[config.mk]
export PLATFORM = sky130hd
export DESIGN_NAME = ras_shadow_stack
export DESIGN_NICKNAME = d
export VERILOG_FILES = /design/src/rtl/ras_trace_checker_shadow_stack.sv
export SDC_FILE = /design/constraint.sdc
export NUM_CORES = 1
export LEC_CHECK = 0
export BUFFER_PORTS_ARGS = -buffer_cell sky130_fd_sc_hd__buf_2
export CAP_MARGIN = 10
export CORE_AREA = 2 2 203 205
export CTS_BUF_LIST = sky130_fd_sc_hd__clkbuf_16
export CTS_CLUSTER_SIZE = 8
export DETAILED_ROUTE_END_ITERATION = 8
export DIE_AREA = 0 0 205 207
export PLACE_DENSITY = 0.66
export SYNTH_ARGS = -nofsm -noshare
export SYNTH_HDL_FRONTEND = slang
export SYNTH_SLANG_ARGS = --single-unit
[constraint.sdc]
create_clock -name clk -period 4.53 [get_ports clk]
set_input_delay 0.906 -clock clk [delete_from_list [all_inputs] [get_ports clk]]
set_output_delay 0.906 -clock clk [all_outputs]
set_load 0.05 [all_outputs]
[src/rtl/ras_trace_checker_shadow_stack.sv]
// Circular shadow return-address stack; a push when full overwrites the oldest entry.
module ras_shadow_stack #(
  parameter int ADDR_W = 32,
  parameter int DEPTH  = 16,
  parameter int AW     = 4
) (
  input  logic              clk,
  input  logic              rst,
  input  logic              push,
  input  logic              pop,
  input  logic              clear,
  input  logic [ADDR_W-1:0] push_data,
  output logic [ADDR_W-1:0] top,
  output logic [AW:0]       count,
  output logic              full,
  output logic              empty
);

  logic [ADDR_W-1:0] mem [DEPTH];
  logic [AW-1:0]     wr_ptr;
  logic [AW-1:0]     top_ptr;

  assign top_ptr = wr_ptr - 1'b1;
  assign top     = mem[top_ptr];
  assign full    = (count == (AW+1)'(DEPTH));
  assign empty   = (count == '0);

  always_ff @(posedge clk) begin
    if (!rst && !clear && push) mem[wr_ptr] <= push_data;
  end

  // When full, wr_ptr already sits on the oldest slot, so wrapping overwrites it
  always_ff @(posedge clk) begin
    if (rst || clear) begin
      wr_ptr <= '0;
      count  <= '0;
    end else if (push) begin
      wr_ptr <= wr_ptr + 1'b1;
      if (!full) count <= count + 1'b1;
    end else if (pop && !empty) begin
      wr_ptr <= top_ptr;
      count  <= count - 1'b1;
    end
  end

endmodule

Yosys cells after proc, flatten, opt, wreduce, memory -nomap -nowiden
Memory sizes are Yosys's and may differ from the RTL's.
Index checks and enable logic that the tools add are counted.
Storage, ports and cells
  flip-flop bits (word level): 9
  bits in latches: 0
  memory bits (writable): 512
  bits in read-only memories: 0
  output and inout port bits: 39
  memories kept: 1
Memory list
  mem: depth 16, bits a word 32, read ports 1, clocked after memory_dff 0, write ports 1, line 19  | logic [ADDR_W-1:0] mem [DEPTH];
Cells by class
  $add $sub $neg: 4
  multiply operators: 0
  div/mod/pow operators: 0
  $lt $le $gt $ge: 0
  equality and inequality tests: 2
  shift operators: 0
  mux-type cells: 7
  bitwise gates (word level): 0
  reductions and logical operators: 10
Operator list (number)
  5-bit two-way mux: 3
  4-bit two-way mux: 2
  5-bit by 1-bit adder with 5-bit output (second input constant): 1
  5-bit equality test (second input constant): 1
  5-bit logical NOT: 1
  5-bit by 1-bit subtractor with 5-bit output (second input constant): 1
  4-bit by 1-bit adder with 4-bit output (second input constant): 1
  4-bit by 1-bit subtractor with 4-bit output (second input constant): 1
  1-bit logical AND: 3
  1-bit logical NOT: 3
  1-bit two-way mux: 2
  2-bit inequality test (second input constant): 1
  2-bit AND reduction: 1
  2-bit nonzero test: 1
  1-bit logical OR: 1

Longest topological paths before layout
Gate-level depths: netlist (run 1).
  depth in word-level cells: 5
  mapped depth: 9
  gate-level depth less buffers: 6

Worst setup path after synthesis (run 1)
Ideal clock, no wire load.
  kind: input-to-reg
  start: in push
  end: mem mem[3][0] (enable)
  setup time: 461 ps
  data arrival time: 3654 ps
  path slack: 415 ps
  stages: 4
  buffers on the path: 1
  cell sequence: clkbuf_1 and2_1 nand2_1 nor3_1
On the way
  longest elaborated chain between the ends: 3
Ends and longest elaborated chain
  from (decl): line 9  | input logic push,
  1-bit logical AND: line 29  | if (!rst && !clear && push) mem[wr_ptr] <= push_data;
  1-bit two-way mux: line 29
  1-bit two-way mux (not written as such): line 29
  to (decl): line 19
Every way passes these cells.

Worst setup path in the final report (run 1)
  start: reg wr_ptr[1]
  end: out top[25]
On the way
  longest elaborated chain between the ends: 2
Ends and longest elaborated chain
  from (decl): line 20  | logic [AW-1:0] wr_ptr;
  from (signal assigned): line 38  | wr_ptr <= wr_ptr + 1'b1;
  from (signal assigned): line 41  | wr_ptr <= top_ptr;
  4-bit by 1-bit subtractor with 4-bit output: line 23  | assign top_ptr = wr_ptr - 1'b1;
  memory 16 x 32 bit
  to (decl): line 13  | output logic [ADDR_W-1:0] top,
Every way passes these cells.

==> impl_metrics.py, run 1 <==
metrics = {
    "final_layout": {
        "fillers": 2897,
        "final_common_cell": "edfxtp_1",
        "layout_common_cells": "512 x edfxtp_1, 161 x mux4_2, 76 x clkbuf_16",
        "multi_input_area_um2": 4310,
        "areaGrowthSynthToFinish_pct": 16.5,
        "drive_gt1_share_pct": 37.8,
        "register_area_um2": 15600,
        "final_cell_area_um2": 23300,
        "layout.nets": 1000,
    },
    "critical_path": {
        "cp.required_ns": 3.62,
        "path_common_cell": "mux4_2",
        "reg2regPathDepth": 6,
        "cp_max_fo": 29,
        "cp-start-kind": "flop",
        "cp.depth": 6,
        "cpPeakStageDelay_ns": 0.62,
        "r2r-start": "wr_ptr[0]",
        "critical_path.top_delay_family": "multiplexers",
        "cp-end-kind": "primary output",
        "rrSetupSlack_ns": 1.53,
        "slowest_stage": "ha_4",
        "r2r-end": "mem[7][3]",
        "crit_buf_inv": 3,
        "crit_start": "wr_ptr[1]",
        "critPathKind": "reg2out",
        "cp.arrival_ns": 3.16,
        "crit_chain": "inv_1 -> ha_4 -> buf_12 -> mux4_2 -> mux4_2 -> buf_2",
    },
    "pwr": {
        "power_density_nw_per_um2": 474,
        "power_frac_comb_pct": 8.4,
        "total_power_w": 0.0110,
        "power.switching_w": 0.00241,
        "switching_share_pct": 21.9,
        "p_int_w": 0.00860,
        "power_frac_seq_pct": 48.4,
        "leakage_nw": 7.35,
        "clockPowerShare_pct": 43.2,
        "peakVddDrop_v": 0.000273,
    },
    "drt": {
        "first_pass_iters": 5,
        "drtIter0Drc": 1006,
        "vias_per_cell": 6.01,
        "drcViolationCount": 0,
        "postRouteAntennaNets": 0,
        "drt-total-wl_mm": 41.9,
        "wl_per_cell_um": 27.8,
        "vias": 9041,
    },
    "global_route": {
        "grt_pass1_wl_mm": 62.4,
        "grt_use_met2_pct": 33.0,
        "busiest_layer": "met2",
        "grt_pass1_vias": 9477,
        "grt-ovfl-total": 0,
        "grt_max_degree": 94,
        "grt.met1_usage_pct": 29.4,
        "antenna_found_initial": 1,
        "grtUsageTotal_pct": 20.4,
        "grt_use_met3_pct": 3.48,
    },
    "timing": {
        "timing.setup.tns_ns": 0,
        "period_share_pct": 89.8,
        "setup_ws_ns": 0.460,
        "clock_skew_ns": 0.0151,
        "whs_ns": 0.547,
        "worstMarginPinSlew_ns": 0.802,
        "maxSlewViolCount": 0,
        "fmax_ghz": 0.246,
        "hold_violations": 0,
        "rsz0062_at_grt": "no",
        "slew_headroom_pct": 46.5,
        "setup_viol": 0,
        "fin_crit_ns": 4.07,
    },
    "synth": {
        "synth_ff_type": "edfxtp_1",
        "syn_area_um2": 20000,
        "synth_edf_count": 512,
        "synthTopCellsByArea": "edfxtp_1 77%, mux4_2 18%, dfxtp_1 0.90%",
        "synth_top_area_share_pct": 77.0,
        "ys_ff_latch": 521,
        "syn-num-nets": 858,
        "avgSynthCellArea_um2": 24.6,
        "synth-seq-area-share_pct": 77.9,
        "ys_warn_count": 0,
        "yosys.cell_types.count": 37,
        "synthCells": 812,
        "yosys.area.top_type": "edfxtp_1",
        "ys_async_sr_fraction_pct": 0,
    },
    "status": {
        "status": "finished, final reports clean",
    },
    "clocking": {
        "root_buffer": "clkbuf_16",
        "cts-resized-gates": 0,
        "cts.sinks": 521,
        "clockBufferDepth": 3,
        "cts_buffers": 75,
        "clk_latency_ns": 0.56,
        "cts_setup_buffers": 0,
        "cts_tree": "yes",
        "htree_levels": 3,
        "cts_hold_buf": 0,
        "clk_pin_slew_ns": 0.05,
    },
    "place": {
        "dpl.hpwl_mm": 21.3,
        "portBuffers": 75,
        "place_ws_ns": 1.03,
        "gp_congestion": 0.714,
        "dpl-instance-area_um2": 21300,
    },
    "die": {
        "dieArea_um2": 42400,
        "die_h_um": 207,
        "fp.dieW_um": 205,
        "start_util_pct": 49.5,
        "rows": 74,
        "pin_count": 76,
        "coreArea_um2": 40400,
    },
    "min_path": {
        "worstHoldStart": "count[3]",
        "min_to": "count[3]",
        "hp-class": "reg2reg",
        "hold_depth": 2,
    },
    "run": {
        "drv_cap": 0,
    },
}
-- synth_stat cells (5+ instances only) --
cell      count
nand3_1       7
nor3_1       10
inv_1         5
a21oi_1       7
mux4_2      161
nand2_1       5
nor2_1       17
edfxtp_1    512
buf_6         8
buf_2        12
ha_1          8
clkbuf_1     18
dfxtp_1       9
-- how the worst max path moves through the flow --
stage / end / slack (ns)
floorplan: mem[3][0] / 0.42
global route: top[17] / 0.31
finish: top[25] / 0.46
detailed placement: top[23] / 1.03
CTS: top[23] / 0.42
global placement: top[23] / 1.02
-- registers in the layout (all words and copies together) (netlist names) --
register  cells
mem         512
count         5
wr_ptr        4
-- per-stage QoR --
stage	utilization [%]	instances
final	57.6	1504
after global routing	57.6	1503
after CTS	57.6	1503
after detailed placement	52.7	1409
after global placement	52.7	1409
after floorplan	-	812
-- cell type report --
| class | count | share of cell area, % |
|---|---|---|
| flip-flops and latches | 521 | 66.9 |
| multi-input cells | 246 | 18.5 |
| clock buffers | 76 | 8.18 |
| repair buffers | 105 | 3.07 |
| well taps | 532 | 2.86 |
| clock inverters | 18 | 0.387 |
| inverters | 5 | 0.0807 |
| diodes | 1 | 0.0108 |
-- cells by family (layout without fill, tap and decap cells) --
kind of cell | after synthesis | after routing | synth area share (%)
other | 0 | 1 | 0
adder cells (fa/ha/maj) | 9 | 9 | 0.601
AO/OA/AOI/OAI | 23 | 23 | 0.802
multiplexers | 161 | 161 | 18.2
buffers and inverters | 45 | 204 | 1.22
AND/OR/NAND/NOR | 50 | 50 | 1.20
XOR/XNOR | 3 | 3 | 0.132
flip-flops | 521 | 521 | 77.9
-- worst register-to-register path, stage by stage, from the launching register on --
cell	delay, ns
dfxtp_4	0.37
buf_12	0.57
ha_1	0.26
and2_1	0.18
nand2_1	0.24
nor2_4	0.44
buf_4	0.54
-- routing by layer --
| layer | vias to the layer above | wire length [um] |
|---|---|---|
| met5 | - | 0 |
| met4 | 0 | 557 |
| met3 | 51 | 2780 |
| met2 | 347 | 21200 |
| met1 | 4850 | 17400 |
| li1 | 3793 | - |
-- power groups by stage --
stage,logic (W),clock network (W),registers [W]
floorplan,0.000660,0,0.00543
global placement,0.000925,0,0.00542
detailed placement,0.000933,0,0.00542
CTS,0.000935,0.00485,0.00534
global route,0.000971,0.00507,0.00533
finish,0.000920,0.00476,0.00534
Note: power is estimated with default switching activity, not from simulation.
==> run 2, diff against run 1 <==
--- a/config.mk
+++ b/config.mk
@@ -13,6 +13,7 @@
 export DETAILED_ROUTE_END_ITERATION = 8
 export DIE_AREA = 0 0 205 207
 export PLACE_DENSITY = 0.66
+export SKIP_CTS_REPAIR_TIMING = 1
 export SYNTH_ARGS = -nofsm -noshare
 export SYNTH_HDL_FRONTEND = slang
 export SYNTH_SLANG_ARGS = --single-unit
==> constraint.sdc (replaced) <==
create_clock -name clk -period 4.53 [get_ports clk]
set_input_delay 0.453 -clock clk [delete_from_list [all_inputs] [get_ports clk]]
set_output_delay 0.453 -clock clk [all_outputs]
set_load 0.05 [all_outputs]
==> run 2 against run 1 <==
- clock skew up 0.0024 ns
- largest cell class unchanged
- first-iteration DRC count is 0.89% lower
- clock-buffer cell count unchanged
- core utilization fell by 0.23 points
- total power fell by 0.24%
- largest power group unchanged
- worst hold slack got worse by 0.28 ns
==> impl_metrics.py, run 2 (synthesis results as in run 1) <==
metrics = {
    "final_layout": {
        "multi_input_area_um2": 4310,
        "register_area_um2": 15600,
        "layout.nets": 1001,
        "areaGrowthSynthToFinish_pct": 16.0,
        "final_common_cell": "edfxtp_1",
        "drive_gt1_share_pct": 38.2,
        "reg_top3": "mem (512), count (5), wr_ptr (4)",
        "largest_register_ffs": 512,
        "fillers": 2945,
        "largest_register": "mem",
        "antenna_cells": 0,
        "layout_common_cells": "512 x edfxtp_1, 161 x mux4_2, 76 x clkbuf_16",
    },
    "critical_path": {
        "crit_chain": "inv_1 -> ha_4 -> buf_4 -> mux4_2 -> mux4_2 -> buf_2",
        "cp-end-kind": "primary output",
        "path_common_cell": "mux4_2",
        "cp.required_ns": 4.08,
        "cpPeakStageDelay_ns": 0.67,
        "cp.arrival_ns": 3.31,
        "cp_max_fo": 37,
        "critPathKind": "reg2out",
        "crit_buf_inv": 3,
        "slowest_stage": "ha_4",
        "critical_path.top_delay_family": "multiplexers",
        "cp-start-kind": "flop",
    },
    "pwr": {
        "total_power_w": 0.0110,
        "power_frac_comb_pct": 8.3,
        "switching_share_pct": 21.8,
        "power_frac_seq_pct": 48.6,
        "peakVddDrop_v": 0.000222,
        "leakage_nw": 7.29,
        "power.switching_w": 0.00240,
        "clockPowerShare_pct": 43.1,
        "p_int_w": 0.00859,
        "power_density_nw_per_um2": 474,
    },
    "run": {
        "drv_cap": 0,
    },
    "clocking": {
        "root_buffer": "clkbuf_16",
        "cts_tree": "yes",
        "clockBufferDepth": 3,
        "htree_levels": 3,
        "clk_pin_slew_ns": 0.05,
        "cts_buffers": 75,
        "clk_latency_ns": 0.57,
        "cts.sinks": 521,
    },
    "global_route": {
        "grt_pass1_vias": 9434,
        "grtUsageTotal_pct": 19.9,
        "grt_pass1_wl_mm": 61.3,
        "grt_max_degree": 93,
        "grt-ovfl-total": 0,
        "antenna_found_initial": 0,
    },
    "drt": {
        "drt-total-wl_mm": 40.7,
        "drcViolationCount": 0,
        "wl_per_cell_um": 27.2,
        "drtIter0Drc": 997,
        "first_pass_iters": 7,
        "vias_per_cell": 5.99,
        "vias": 8953,
        "postRouteAntennaNets": 0,
    },
    "timing": {
        "setup_ws_ns": 0.766,
        "rsz0062_at_grt": "no",
        "fmax_ghz": 0.266,
        "setup_viol": 0,
        "fin_crit_ns": 3.76,
        "whs_ns": 0.264,
        "maxSlewViolCount": 0,
        "worstMarginPinSlew_ns": 0.960,
        "clock_skew_ns": 0.0175,
        "period_share_pct": 83.1,
        "slew_headroom_pct": 35.9,
        "hold_violations": 0,
        "timing.setup.tns_ns": 0,
    },
    "die": {
        "rows": 74,
        "pin_count": 76,
        "dieArea_um2": 42400,
        "coreArea_um2": 40400,
        "die_h_um": 207,
        "fp.dieW_um": 205,
        "start_util_pct": 49.5,
    },
    "status": {
        "status": "finished, final reports clean",
    },
    "place": {
        "portBuffers": 75,
        "gp_congestion": 0.719,
        "place_ws_ns": 1.34,
        "dpl.hpwl_mm": 22.6,
    },
    "min_path": {
        "hp-class": "in2reg",
    },
}
-- run 2: changes by cell type in the layout (fill, tap and decap cells not counted) --
cell,previous run,this run
inv_1,20,11
buf_4,21,27
buf_12,9,4
diode_2,1,0
-- run 2: path summary, 6_finish.rpt --
path / from / to / slack (ns) / depth (start not counted)
worst max-delay path: wr_ptr[1] / top[8] / 0.77 / 6
worst min-delay path: push_data[10] / mem[4][10] / 0.26 / 1
worst max register to register: wr_ptr[0] / mem[13][0] / 1.49 / 5
worst min register to register: count[3] / count[3] / 0.55 / 2
-- run 2: power groups by stage --
stage | Combinational, W | Sequential, W | Clock [W]
final | 0.000917 | 0.00534 | 0.00474
after detailed placement | 0.000933 | 0.00542 | 0
after global placement | 0.000925 | 0.00542 | 0
after floorplan | 0.000660 | 0.00543 | 0
after global routing | 0.000971 | 0.00533 | 0.00503
after CTS | 0.000935 | 0.00534 | 0.00483
-- run 2: worst reg2reg max path, delay by kind of cell, from the launching register on --
kind	cells	cell delay, ns
and+or+nand+nor	2	1.04
adders and majority gates	1	0.29
buffers and inverters	2	1.03
DFF	1	0.36
-- run 2: stage by stage --
step / cells / util [%] / cell area (um2)
after floorplan: 812 / - / 20000
after global placement: 1410 / 52.5 / 21200
after detailed placement: 1410 / 52.5 / 21200
after CTS: 1495 / 57.4 / 23200
after global routing: 1495 / 57.4 / 23200
final: 1495 / 57.4 / 23200
-- run 2: metal layers --
metal / share of wire [%] / up-vias / track usage, %
li1: - / 3783 / -
met1: 43 / 4838 / 28.9
met2: 50 / 286 / 31.3
met3: 5.5 / 46 / 3.65
met4: 1.6 / 0 / 5.95
met5: 0 / - / 0
-- run 2: layout make-up --
cell class / instances / area share (%)
Tap cell: 532 / 2.87
Clock buffer: 76 / 8.21
Timing Repair Buffer: 106 / 2.84
Multi-Input combinational cell: 246 / 18.6
Sequential cell: 521 / 67.2
Clock inverter: 9 / 0.243
Inverter: 5 / 0.0810
==> run 3, diff against run 2 <==
--- a/config.mk
+++ b/config.mk
@@ -12,7 +12,7 @@
 export CTS_CLUSTER_SIZE = 8
 export DETAILED_ROUTE_END_ITERATION = 8
 export DIE_AREA = 0 0 205 207
-export PLACE_DENSITY = 0.66
+export PLACE_DENSITY = 0.69
 export SKIP_CTS_REPAIR_TIMING = 1
 export SYNTH_ARGS = -nofsm -noshare
 export SYNTH_HDL_FRONTEND = slang
==> constraint.sdc (replaced) <==
create_clock -name clk -period 3.1 [get_ports clk]
set_input_delay 0.31 -clock clk [delete_from_list [all_inputs] [get_ports clk]]
set_output_delay 0.31 -clock clk [all_outputs]
set_load 0.05 [all_outputs]
==> run 3 against run 2 <==
- the flow now finishes with violations (negative setup slack)
- clock-buffer cell count shrank 1
- clock skew shrank 0.0062 ns
- wire length grew 6.9%
- total power grew 49%
- register-to-register slack lost 0.74 ns
- worst hold slack lost 0.16 ns
- core utilization grew 1.7 points
- non-clock buffer count grew 27
- flip-flop and latch count is the same
- cell area grew 2.9%
- worst setup slack lost 0.77 ns
- largest power group unchanged
==> impl_metrics.py, run 3 (synthesis results as in run 1) <==
metrics = {
    "critical_path": {
        "cpPeakStageDelay_ns": 0.55,
        "r2r-start": "wr_ptr[0]",
        "r2r-end": "mem[3][19]",
        "cp-start-kind": "flop",
        "path_common_cell": "mux4_2",
        "slowest_stage": "mux4_2",
        "cp-endpoint": "top[0]",
        "cp.required_ns": 2.79,
        "crit_buf_inv": 4,
        "cp.depth": 7,
        "crit_chain": "inv_4 -> ha_4 -> buf_12 -> buf_16 -> mux4_2 -> mux4_2 -> buf_6",
        "cp_max_fo": 14,
        "crit_start": "wr_ptr[0]",
        "rrSetupSlack_ns": 0.75,
        "cp-end-kind": "primary output",
        "critPathKind": "reg2out",
        "critical_path.top_delay_family": "multiplexers",
        "cp.arrival_ns": 2.79,
        "reg2regPathDepth": 6,
    },
    "global_route": {
        "grtUsageTotal_pct": 20.3,
        "grt_max_degree": 63,
        "grt_pass1_vias": 9764,
        "grt_pass1_wl_mm": 62.3,
        "grt-ovfl-total": 0,
        "antenna_found_initial": 3,
    },
    "place": {
        "dpl.hpwl_mm": 21.6,
        "dpl-instance-area_um2": 21400,
        "portBuffers": 75,
        "gp_congestion": 0.745,
        "place_ws_ns": 0.328,
    },
    "die": {
        "rows": 74,
        "pin_count": 76,
        "start_util_pct": 49.5,
        "fp.dieW_um": 205,
        "coreArea_um2": 40400,
        "dieArea_um2": 42400,
        "die_h_um": 207,
    },
    "pwr": {
        "peakVddDrop_v": 0.000385,
        "power_frac_seq_pct": 47.5,
        "switching_share_pct": 22.6,
        "power.switching_w": 0.00370,
        "clockPowerShare_pct": 43.2,
        "p_int_w": 0.0127,
        "power_frac_comb_pct": 9.3,
        "power_density_nw_per_um2": 688,
        "leakage_nw": 7.55,
    },
    "timing": {
        "fmax_ghz": 0.322,
        "clock_skew_ns": 0.0113,
        "worstMarginPinSlew_ns": 0.644,
        "whs_ns": 0.104,
        "timing.setup.tns_ns": -0.00375,
        "fin_crit_ns": 3.10,
        "rsz0062_at_grt": "yes",
        "setup_ws_ns": -0.00375,
        "maxSlewViolCount": 0,
        "period_share_pct": 100,
        "setup_viol": 1,
        "slew_headroom_pct": 56.7,
        "hold_violations": 0,
    },
    "min_path": {
        "hp-class": "in2reg",
    },
    "drt": {
        "drcViolationCount": 0,
        "drt-total-wl_mm": 43.5,
        "first_pass_iters": 5,
        "vias": 9276,
        "postRouteAntennaNets": 0,
        "vias_per_cell": 6.08,
        "wl_per_cell_um": 28.5,
        "drtIter0Drc": 815,
    },
    "final_layout": {
        "drive_gt1_share_pct": 40.5,
        "final_common_cell": "edfxtp_1",
        "final_cell_area_um2": 23800,
        "layout_common_cells": "512 x edfxtp_1, 161 x mux4_2, 80 x clkbuf_16",
        "fillers": 2847,
        "antenna_cells": 0,
        "reg_top3": "mem (512), count (5), wr_ptr (4)",
        "largest_register": "mem",
        "areaGrowthSynthToFinish_pct": 19.4,
        "largest_register_ffs": 512,
        "layout.nets": 1028,
    },
    "clocking": {
        "cts_buffers": 75,
        "root_buffer": "clkbuf_16",
        "clk_latency_ns": 0.58,
        "cts.sinks": 521,
        "clockBufferDepth": 3,
        "clk_pin_slew_ns": 0.05,
        "htree_levels": 3,
        "cts_tree": "yes",
    },
    "status": {
        "violations": "negative setup slack",
        "status": "complete, but fails checks",
    },
    "run": {
        "drv_cap": 0,
    },
}
## run 3: changes by cell type in the layout (fill, tap and decap cells not counted), sizes merged
| cell | before | now |
|---|---|---|
| inv | 12 | 13 |
| buf | 106 | 125 |
| clkinv | 2 | 5 |
| clkbuf | 76 | 83 |
## run 3: how the worst min path moves through the flow
stage / start / to / slack [ns] / cells past startpoint
finish: push_data[8] / mem[1][8] / 0.10 / 1
detailed placement: count[3] / count[3] / 0.52 / 2
global route: push_data[8] / mem[5][8] / 0.1 / 1
global placement: count[3] / count[3] / 0.53 / 2
floorplan: push_data[0] / mem[0][0] / 0.41 / 0
CTS: push_data[6] / mem[3][6] / 0.07 / 1
## run 3: power by group through the flow
stage | sequential, W | clock, W | combinational [W]
2_1_floorplan | 0.00794 | 0 | 0.000965
3_3_place_gp | 0.00792 | 0 | 0.00137
3_5_place_dp | 0.00793 | 0 | 0.00138
4_1_cts | 0.00780 | 0.00721 | 0.00138
5_1_grt | 0.00779 | 0.00750 | 0.00160
6_report | 0.00780 | 0.00708 | 0.00152
## run 3: layout make-up
class / count / area, um2 / area share [%]
Clock buffer: 75 / 1880 / 7.87
Clock inverter: 13 / 144 / 0.604
Inverter: 5 / 21.3 / 0.0892
Multi-Input combinational cell: 246 / 4330 / 18.2
Sequential cell: 521 / 15600 / 65.3
Tap cell: 532 / 666 / 2.79
Timing Repair Buffer: 133 / 1230 / 5.17
## run 3: stage by stage
step           utilization (%)  total power (W)  instances
4_1_cts                   58.0           0.0164       1509
3_5_place_dp              53.0          0.00931       1421
6_report                  59.0           0.0164       1525
3_3_place_gp              53.0          0.00929       1421
5_1_grt                   59.0           0.0169       1525
2_1_floorplan                -          0.00890        812
## run 3: worst reg2reg max path: cells and delay by family, from the launching register on
| kind | cells | cell delay [ns] |
|---|---|---|
| buffers and inverters | 2 | 0.70 |
| AND/OR/NAND/NOR | 3 | 0.66 |
| flip-flops | 1 | 0.42 |
| adder cells (fa/ha/maj) | 1 | 0.18 |
## run 3: layer usage
layer	vias up	GRT usage, %	share of wire (%)
met5	-	0	0.076
met1	4965	28.0	41
li1	3850	-	-
met4	6	5.85	2.0
met2	375	33.1	51
met3	80	4.26	6.8
